## src/rtl/miss_arbiter.sv

```systemverilog
// miss_arbiter: I/D cache miss arbiter; fetches one 8-word block per grant and fills the owner.
// Rev 1.0. Optional round-robin conflict arbitration enabled by defining MISS_ARB_RR_EN.
`default_nettype none

module miss_arbiter (
  input  logic        clk,
  input  logic        rst_n,
  input  logic        i_miss_req,
  input  logic [15:0] i_miss_addr,
  input  logic        d_miss_req,
  input  logic [15:0] d_miss_addr,
  output logic        mem_en,
  output logic [15:0] mem_addr,
  input  logic        mem_data_valid,
  input  logic [15:0] mem_data_in,
  output logic [15:0] fill_data,
  output logic [2:0]  fill_word,
  output logic        i_fill_we,
  output logic        d_fill_we,
  output logic        i_fill_done,
  output logic        d_fill_done,
  output logic        busy,
  output logic        owner
);

  typedef enum logic [1:0] {
    IDLE  = 2'd0,
    ISSUE = 2'd1,
    DRAIN = 2'd2,
    DONE  = 2'd3
  } state_t;

  state_t      r_state;
  state_t      w_next;
  logic [2:0]  r_issue_cnt;
  logic [2:0]  r_ret_cnt;
  logic [15:0] r_base;
  logic        r_owner;
  logic        w_any_req;
  logic        w_d_prio;
  logic        w_grant_d;
  logic        w_grant;
  logic        w_fill;

`ifdef MISS_ARB_RR_EN
  logic r_last_owner;

  // On conflict D wins only if I was the last owner.
  assign w_d_prio = ~r_last_owner;

  always_ff @(posedge clk or negedge rst_n) begin
    if (!rst_n) begin
      r_last_owner <= 1'b0;
    end else if (w_grant) begin
      r_last_owner <= w_grant_d;
    end
  end
`else
  assign w_d_prio = 1'b1;
`endif

  assign w_any_req = i_miss_req | d_miss_req;
  assign w_grant_d = d_miss_req & (~i_miss_req | w_d_prio);
  assign w_grant   = (r_state == IDLE) & w_any_req;
  assign w_fill    = mem_data_valid & ((r_state == ISSUE) | (r_state == DRAIN));

  always_ff @(posedge clk or negedge rst_n) begin
    if (!rst_n) begin
      r_state     <= IDLE;
      r_issue_cnt <= 3'd0;
      r_ret_cnt   <= 3'd0;
      r_base      <= 16'd0;
      r_owner     <= 1'b0;
    end else begin
      r_state <= w_next;
      if (w_grant) begin
        r_base      <= (w_grant_d ? d_miss_addr : i_miss_addr) & 16'hFFF0;
        r_owner     <= w_grant_d;
        r_issue_cnt <= 3'd0;
        r_ret_cnt   <= 3'd0;
      end else begin
        if (r_state == ISSUE) begin
          r_issue_cnt <= r_issue_cnt + 3'd1;
        end
        if (w_fill) begin
          r_ret_cnt <= r_ret_cnt + 3'd1;
        end
      end
    end
  end

  always_comb begin
    w_next = r_state;
    case (r_state)
      IDLE:  if (w_any_req) w_next = ISSUE;
      ISSUE: if (r_issue_cnt == 3'd7) w_next = DRAIN;
      // The last return can only arrive after issue has finished.
      DRAIN: if (w_fill && (r_ret_cnt == 3'd7)) w_next = DONE;
      DONE:  w_next = IDLE;
      default: w_next = IDLE;
    endcase
  end

  assign mem_en      = (r_state == ISSUE);
  assign mem_addr    = mem_en ? (r_base + {12'd0, r_issue_cnt, 1'b0}) : 16'd0;
  assign fill_data   = w_fill ? mem_data_in : 16'd0;
  assign fill_word   = w_fill ? r_ret_cnt : 3'd0;
  assign i_fill_we   = w_fill & ~r_owner;
  assign d_fill_we   = w_fill & r_owner;
  assign i_fill_done = (r_state == DONE) & ~r_owner;
  assign d_fill_done = (r_state == DONE) & r_owner;
  assign busy        = (r_state != IDLE);
  assign owner       = r_owner;

endmodule

`default_nettype wire

```

## config.mk

```make
export PLATFORM = sky130hd
export DESIGN_NAME = miss_arbiter
export DESIGN_NICKNAME = d
export VERILOG_FILES = /design/src/rtl/miss_arbiter.sv
export SDC_FILE = /design/constraint.sdc
export NUM_CORES = 1
export LEC_CHECK = 0
export CAP_MARGIN = 20
export CORE_ASPECT_RATIO = 1.25
export CORE_MARGIN = 1.5
export CORE_UTILIZATION = 52
export DETAILED_ROUTE_END_ITERATION = 8
export DONT_BUFFER_PORTS = 1
export MAX_ROUTING_LAYER = met4
export PLACE_DENSITY_LB_ADDON = 0.08
export SETUP_SLACK_MARGIN = 0.5
export SLEW_MARGIN = 0
export SYNTH_ARGS = -nofsm -noshare
export SYNTH_HDL_FRONTEND = slang
export SYNTH_SLANG_ARGS = --single-unit
```

## constraint.sdc

```tcl
create_clock -name clk -period 5.1 [get_ports clk]
set_input_delay 1.275 -clock clk [delete_from_list [all_inputs] [get_ports clk]]
set_output_delay 1.275 -clock clk [all_outputs]
set_load 0.05 [all_outputs]
```

==> metrics.md, run 1 <==
| Metric | Value |
|---|---|
| Status | `completed` |
| CTS tree | `yes` |
| Hpwl dp | `1950 um` |
| CP max-delay cell | `nor2_1` |
| Gate Count Post-Synth | `roughly 150` |
| Drt total wl | `2560 um` |
| Antenna violations before repair | `0` |
| Final instance area | `1370 sq um` |
| CTS buffer count | `3` |
| Number of filler instances in the final layout | `around 240` |
| First-pass GRT wire length | `roughly 4200 um` |
| Core box area | `2450 sq um` |
| Fin cells | `176` |
| Arrival @ worst endpoint | `around 2.4 ns` |
| Die W | `slightly below 50 um` |
| Gr usage total | `19.4%` |
| Number of synthesized flops with an enable pin | `0` |
| Skew-Pair Late Insertion Delay | `approximately 0.3 ns` |
| Post CTS Setup Buffer Count | `0` |
| Synth top area cells | `dfrtp_1 (39%), mux2i_1 (10%), and3_1 (9.3%)` |
| Post_cts resized | `0` |
| Boundary pin count | `95` |
| Post-route DRC violation count | `0` |
| Worst Skew | `0.00336 ns` |
| Yosys top cell by area | `dfrtp_1` |
| Vias per cell | `5.75` |
| Area growth syn-to-layout | `1.95%` |
| Hold crit path type | `reg -> reg` |
| Syn Nets | `209` |
| Post-synthesis register bit count | `21` |
| Crit path max-delay family | `simple AND/OR/NAND/NOR gates` |
| Crit Path Category | `reg -> out` |
| Sequential Power Share | `29.3%` |
| Final setup fails | `0` |
| Syn Area/Cell | `slightly above 9 sq um` |
| CP bufs+invs | `1` |
| Startpoint types | `flop` |
| DP Worst Slack | `about 1.7 ns` |
| Pint | `428 uW` |
| Most common cell in the netlist | `dfrtp_1` |
| Synth warn | `0` |
| Synthesized cell area | `1350 sq um` |
| H-tree depth | `1` |
| Worst-margin pin slew | `0.918 ns` |
| Final worst setup slack | `around 1.4 ns` |
| Port Buffer Count | `0` |
| Hold buffer count at CTS | `0` |
| Sw Share | `59.4%` |
| Root Driver | `clkbuf_4` |
| Critical Path End Type | `output port` |
| Clock Power Share | `7.5%` |
| Max-Slew Margin vs Limit | `approximately two fifths` |
| Setup tns final | `0 ns` |
| RSZ-0062 raised after global routing | `false` |
| F_max | `272 MHz` |
| Sequential cell area fraction in the yosys report | `39.0%` |
| PnR Total Power | `1.05 mW` |
| Clock buffer depth | `2` |
| GR Overflow Total | `0` |
| Synth cell types | `28` |
| Final core utilization | `56.0%` |
| Top_reg_cell synth | `dfrtp_1` |
| Die area | `2910 sq um` |
| Clk sinks | `21` |
| Power Density | `768 nW/um^2` |
| Antenna diodes | `0` |
| Leakage power | `0.723 nW` |
| Post-place instance area | `1350 sq um` |
| DP Cell Count | `172` |
| WL/cell | `approximately 15 um` |
| Hold Fails Final Rpt | `0` |
| Synth top area share | `39.0%` |
| Tmin final | `between 3 and 4 ns` |
| Critical Path Max Stage Delay | `between 0.7 and 0.8 ns` |
| Layout cells sized above 1 | `~8.4%` |
| Post-DRT Antenna Nets | `0` |
| DRT iter0 DRCs | `22` |
| Vias in the first global route | `between 900 and 1k` |
| Combinational fraction of design power | `a little over three fifths` |
| Worst Path Max Fanout | `26` |
| Critical Path RT | `between 3 and 4 ns` |
| GP Congestion | `~0.73` |
| Largest net degree at the start of global routing | `27` |
| Max VDD drop | `0.405 mV` |
| Hold_ws | `just under 0.5 ns` |
| Worst-path clk slew | `0.12 ns` |
| Die height | `roughly 60 um` |
| Fin crit share | `about 72%` |
| Max Slew Vio Count | `0` |
| Row Count | `20` |
| Starting Density | `54.9%` |
| Post-synth top cells | `dfrtp_1 (21), and3_1 (20), nand2_1 (18), mux2i_1 (14), o21ai_0 (12)` |
| Sw power | `626 uW` |
| Worst path cell trace | `inv_1 -> ha_1 -> nand2_1 -> nor2_1` |
| Nets@finish | `205` |
| Vias | `1012` |
| Ys async rst share | `100%` |
| Number of max-cap violations | `0` |
| Initial DRT Pass Iterations | `4` |
per-layer routing:
| layer | track usage, % | routed length [um] | vias to the layer above |
|---|---|---|---|
| met4 | 8.98 | 20 | 0 |
| met5 | - | 0 | - |
| met3 | 2.00 | 160 | 2 |
| li1 | - | - | 490 |
| met1 | 21.0 | 1060 | 457 |
| met2 | 36.3 | 1310 | 63 |
final cells by class:
type                       count  area [sq um]  area share (%)
clock buffer                   4          26.3            1.91
inverter                       3          11.3           0.820
multi-input combinational    113           753            54.9
sequential                    21           526            38.3
tap                           33          41.3            3.01
timing repair buffer           2          15.0            1.09
cells in the final DEF, fill, tap and decap left out:
cell	instances
dfrtp_1	21
a21oi_1	2
and2_1	11
nor2b_4	1
or4_1	1
ha_1	8
buf_4	2
a22o_1	1
and3_1	20
conb_1	1
and2_2	5
o21ai_0	12
a32o_1	1
xor2_1	1
nand3_1	3
o32a_2	1
xnor2_1	1
clkbuf_4	3
mux2i_1	14
a211oi_1	1
nor2_1	8
nor3b_1	1
inv_1	3
nor2b_1	1
o21ai_1	1
clkbuf_1	1
nand2_1	18
power by group through the flow:
stage	Sequential, mW	Combinational, mW	Clock (mW)
after floorplan	0.297	0.622	0
after global placement	0.309	0.654	0
after detailed placement	0.313	0.668	0
after CTS	0.310	0.669	0.0837
after global routing	0.322	0.720	0.0888
final	0.309	0.666	0.0794
worst paths after layout:
check,start,end,slack (ns),depth (start not counted)
setup / recovery,r_state[1]$_DFFE_PN0P_,i_fill_we,1.42,4
hold / removal,r_base[13]$_DFFE_PN0P_,r_base[13]$_DFFE_PN0P_,0.49,2
setup reg to reg,r_state[1]$_DFFE_PN0P_,r_state[1]$_DFFE_PN0P_,3.06,6
hold reg to reg,r_base[13]$_DFFE_PN0P_,r_base[13]$_DFFE_PN0P_,0.49,2
max in group asynchronous,rst_n,r_issue_cnt[1]$_DFFE_PN0P_,4.37,0
min in group asynchronous,rst_n,r_base[13]$_DFFE_PN0P_,0.65,0
flip-flops by register name, indices dropped and copies added, names as in the netlist:
signal,flops
r_ret_cnt,3
r_state,2
r_base,12
r_issue_cnt,3
owner,1
worst min-delay path, delay by kind of cell, from the launching register on:
family | cells | cell delay [ns]
AO/OA/AOI/OAI | 1 | 0.06
flip-flops | 1 | 0.35
AND/OR/NAND/NOR | 1 | 0.05
kinds of logic (layout without fill, tap and decap cells):
| family | after synthesis | after routing | share of synthesized area, % |
|---|---|---|---|
| AO/OA/AOI/OAI | 19 | 19 | 8.36 |
| adder cells (fa/ha/maj) | 8 | 8 | 7.44 |
| XOR/XNOR | 2 | 2 | 1.30 |
| other | 1 | 1 | 0.279 |
| buffers and inverters | 14 | 9 | 5.02 |
| multiplexers | 14 | 14 | 10.4 |
| flip-flops | 21 | 21 | 39.0 |
| AND/OR/NAND/NOR | 69 | 69 | 28.2 |
Power figures use the tool's default switching activity.
==> inputs of run 2 (changes only) <==
clock period = 3.1 ns   (was 5.1 ns; I/O delays follow)
==> run 2 against run 1 <==
Effect of this change: combinational power grew 76%; core utilization up 2.1 points; clock skew decreased by 0.0014 ns; non-clock buffer count grew 2; sequential share of layout area fell by 1.4 points; register-to-register slack got worse by 1.8 ns; via count up 2.6%.
==> metrics.md, run 2 (synthesis gave the netlist of run 1 again) <==
| Metric | Value |
|---|---|
| Status | `completed` |
| Sw power | `roughly 1.0 mW` |
| Largest net degree at the start of global routing | `27` |
| Vias per cell | `5.83` |
| GP Congestion | `0.702` |
| Port Buffer Count | `0` |
| Arrival @ worst endpoint | `1.75 ns` |
| Boundary pin count | `95` |
| Post-route DRC violation count | `0` |
| Max-Slew Margin vs Limit | `roughly three fifths` |
| H-tree depth | `1` |
| Reg2Reg Capture Point | `r_state[1]$_DFFE_PN0P_` |
| F_max | `396 MHz` |
| Leakage power | `between 0.7 and 0.8 nW` |
| Fin cells | `~180` |
| GR Overflow Total | `0` |
| Worst-path clk slew | `0.12 ns` |
| Post-DRT Antenna Nets | `0` |
| Nets@finish | `207` |
| Worst R2R Start | `r_state[1]$_DFFE_PN0P_` |
| Clock buffer depth | `2` |
| Fin crit share | `81.5%` |
| Die area | `2910 sq um` |
| Number of max-cap violations | `0` |
| First-pass GRT wire length | `4120 um` |
| DRT iter0 DRCs | `9` |
| Vias | `1038` |
| CTS buffer count | `3` |
| Clk sinks | `21` |
| Max Slew Vio Count | `0` |
| Die W | `approximately 49 um` |
| R2R cell count | `5` |
| Final setup fails | `0` |
| CTS tree | `yes` |
| Setup tns final | `0 ns` |
| Reg area | `about 530 sq um` |
| Critical Path End Type | `output port` |
| WL/cell | `about 15 um` |
| Initial DRT Pass Iterations | `4` |
| Tmin final | `approximately 2.5 ns` |
| Skew-Pair Late Insertion Delay | `0.30 ns` |
| DP Cell Count | `174` |
| Worst Path Max Fanout | `26` |
| Die height | `59.9 um` |
| Clock Power Share | `around 7.2%` |
| Sw Share | `57.7%` |
| Critical Path Sink | `fill_data[5]` |
| Reg-to-reg slack, setup | `1.27 ns` |
| Max VDD drop | `0.760 mV` |
| Row Count | `20` |
| Area growth syn-to-layout | `5.86%` |
| Combinational fraction of design power | `64.7%` |
| Number of filler instances in the final layout | `230` |
| Antenna violations before repair | `0` |
| Hold Fails Final Rpt | `0` |
| Hpwl dp | `1950 um` |
| Pint | `762 uW` |
| Regs by FF count | `r_base (12), r_issue_cnt (3), r_ret_cnt (3)` |
| Most flops, register | `r_base` |
| Startpoint types | `flop` |
| Critical Path RT | `2.32 ns` |
| Core box area | `2450 sq um` |
| Starting Density | `approximately 55%` |
| Sequential Power Share | `around 28%` |
| Commonest cells after routing, fill and taps aside | `dfrtp_1 (21), nand2_1 (18), and2_2 (15)` |
| Power Density | `between 1000 and 1500 nW/um^2` |
| Crit Path Category | `reg -> out` |
| Most common cell after layout, fill and taps aside | `dfrtp_1` |
| Max reg flops | `12` |
| Vias in the first global route | `970` |
| Gr usage total | `a little under a fifth` |
| Worst-margin pin slew | `0.583 ns` |
| Root Driver | `clkbuf_4` |
| Layout cells sized above 1 | `approximately a quarter` |
| RSZ-0062 raised after global routing | `true` |
| Worst Skew | `0.00201 ns` |
| Area of the multi-input gates | `790 sq um` |
| Setup crit start | `r_state[0]$_DFFE_PN0P_` |
| Antenna diodes | `0` |
| Drt total wl | `2590 um` |
| Hold crit path type | `in -> async` |
==> run 2: cell types whose count changed in the layout (fill, tap and decap cells not counted), sizes merged <==
| cell | delta |
|---|---|
| clkinv | +1 |
| buf | +2 |
| clkbuf | -1 |
==> run 2: how the worst min path moves through the flow <==
| stage | start | to | slack [ns] | cells past startpoint |
|---|---|---|---|---|
| floorplan | r_base[15]$_DFFE_PN0P_ | r_base[15]$_DFFE_PN0P_ | 0.44 | 2 |
| global placement | r_base[5]$_DFFE_PN0P_ | r_base[5]$_DFFE_PN0P_ | 0.46 | 2 |
| detailed placement | r_base[6]$_DFFE_PN0P_ | r_base[6]$_DFFE_PN0P_ | 0.47 | 2 |
| CTS | rst_n | r_base[13]$_DFFE_PN0P_ | 0.14 | 0 |
| global route | rst_n | r_base[13]$_DFFE_PN0P_ | 0.13 | 0 |
| finish | rst_n | r_base[13]$_DFFE_PN0P_ | 0.15 | 0 |
==> run 2: what timing repair did <==
item,CTS,global route
gates cloned,0,0
hold buffers,0,0
gates resized for setup,4,16
setup endpoints to repair,36,22
setup buffers,0,0
pin swaps,0,1
==> run 2: stage by stage <==
stage	worst slack [ns]	hold slack [ns]	power, mW	area [sq um]	util (%)
2_1_floorplan	0.535	0.442	1.51	1350	-
5_1_grt	0.488	0.127	1.92	1430	58.1
4_1_cts	0.507	0.136	1.80	1410	57.3
6_report	0.575	0.152	1.80	1430	58.1
3_5_place_dp	0.634	0.465	1.63	1360	55.5
3_3_place_gp	0.695	0.455	1.60	1360	55.5
==> run 2: area by class of cell <==
class / count / area share [%]
multi-input cells: 113 / 55.4
inverters: 3 / 0.790
flip-flops and latches: 21 / 36.9
well taps: 33 / 2.90
clock buffers: 3 / 1.58
clock inverters: 1 / 0.351
repair buffers: 4 / 2.11
==> run 2: routing by layer <==
layer  vias up  part of all wire [%]  track usage [%]
li1        496                     -                -
met1       479                    39             19.1
met2        61                    54             37.7
met3         2                   5.9             2.25
met4         0                  0.73             8.57
met5         -                     0                -
==> run 2: worst max-delay path: stages, from the launching register on <==
cell and delay, ns:
dfrtp_1 0.43, inv_1 0.11, ha_4 0.40, and3_1 0.51
==> run 2: power by group through the flow <==
stage	combinational [mW]	clock, mW	sequential [mW]
finish	1.17	0.129	0.507
global route	1.25	0.145	0.529
floorplan	1.02	0	0.489
global placement	1.09	0	0.506
detailed placement	1.12	0	0.514
CTS	1.16	0.136	0.509
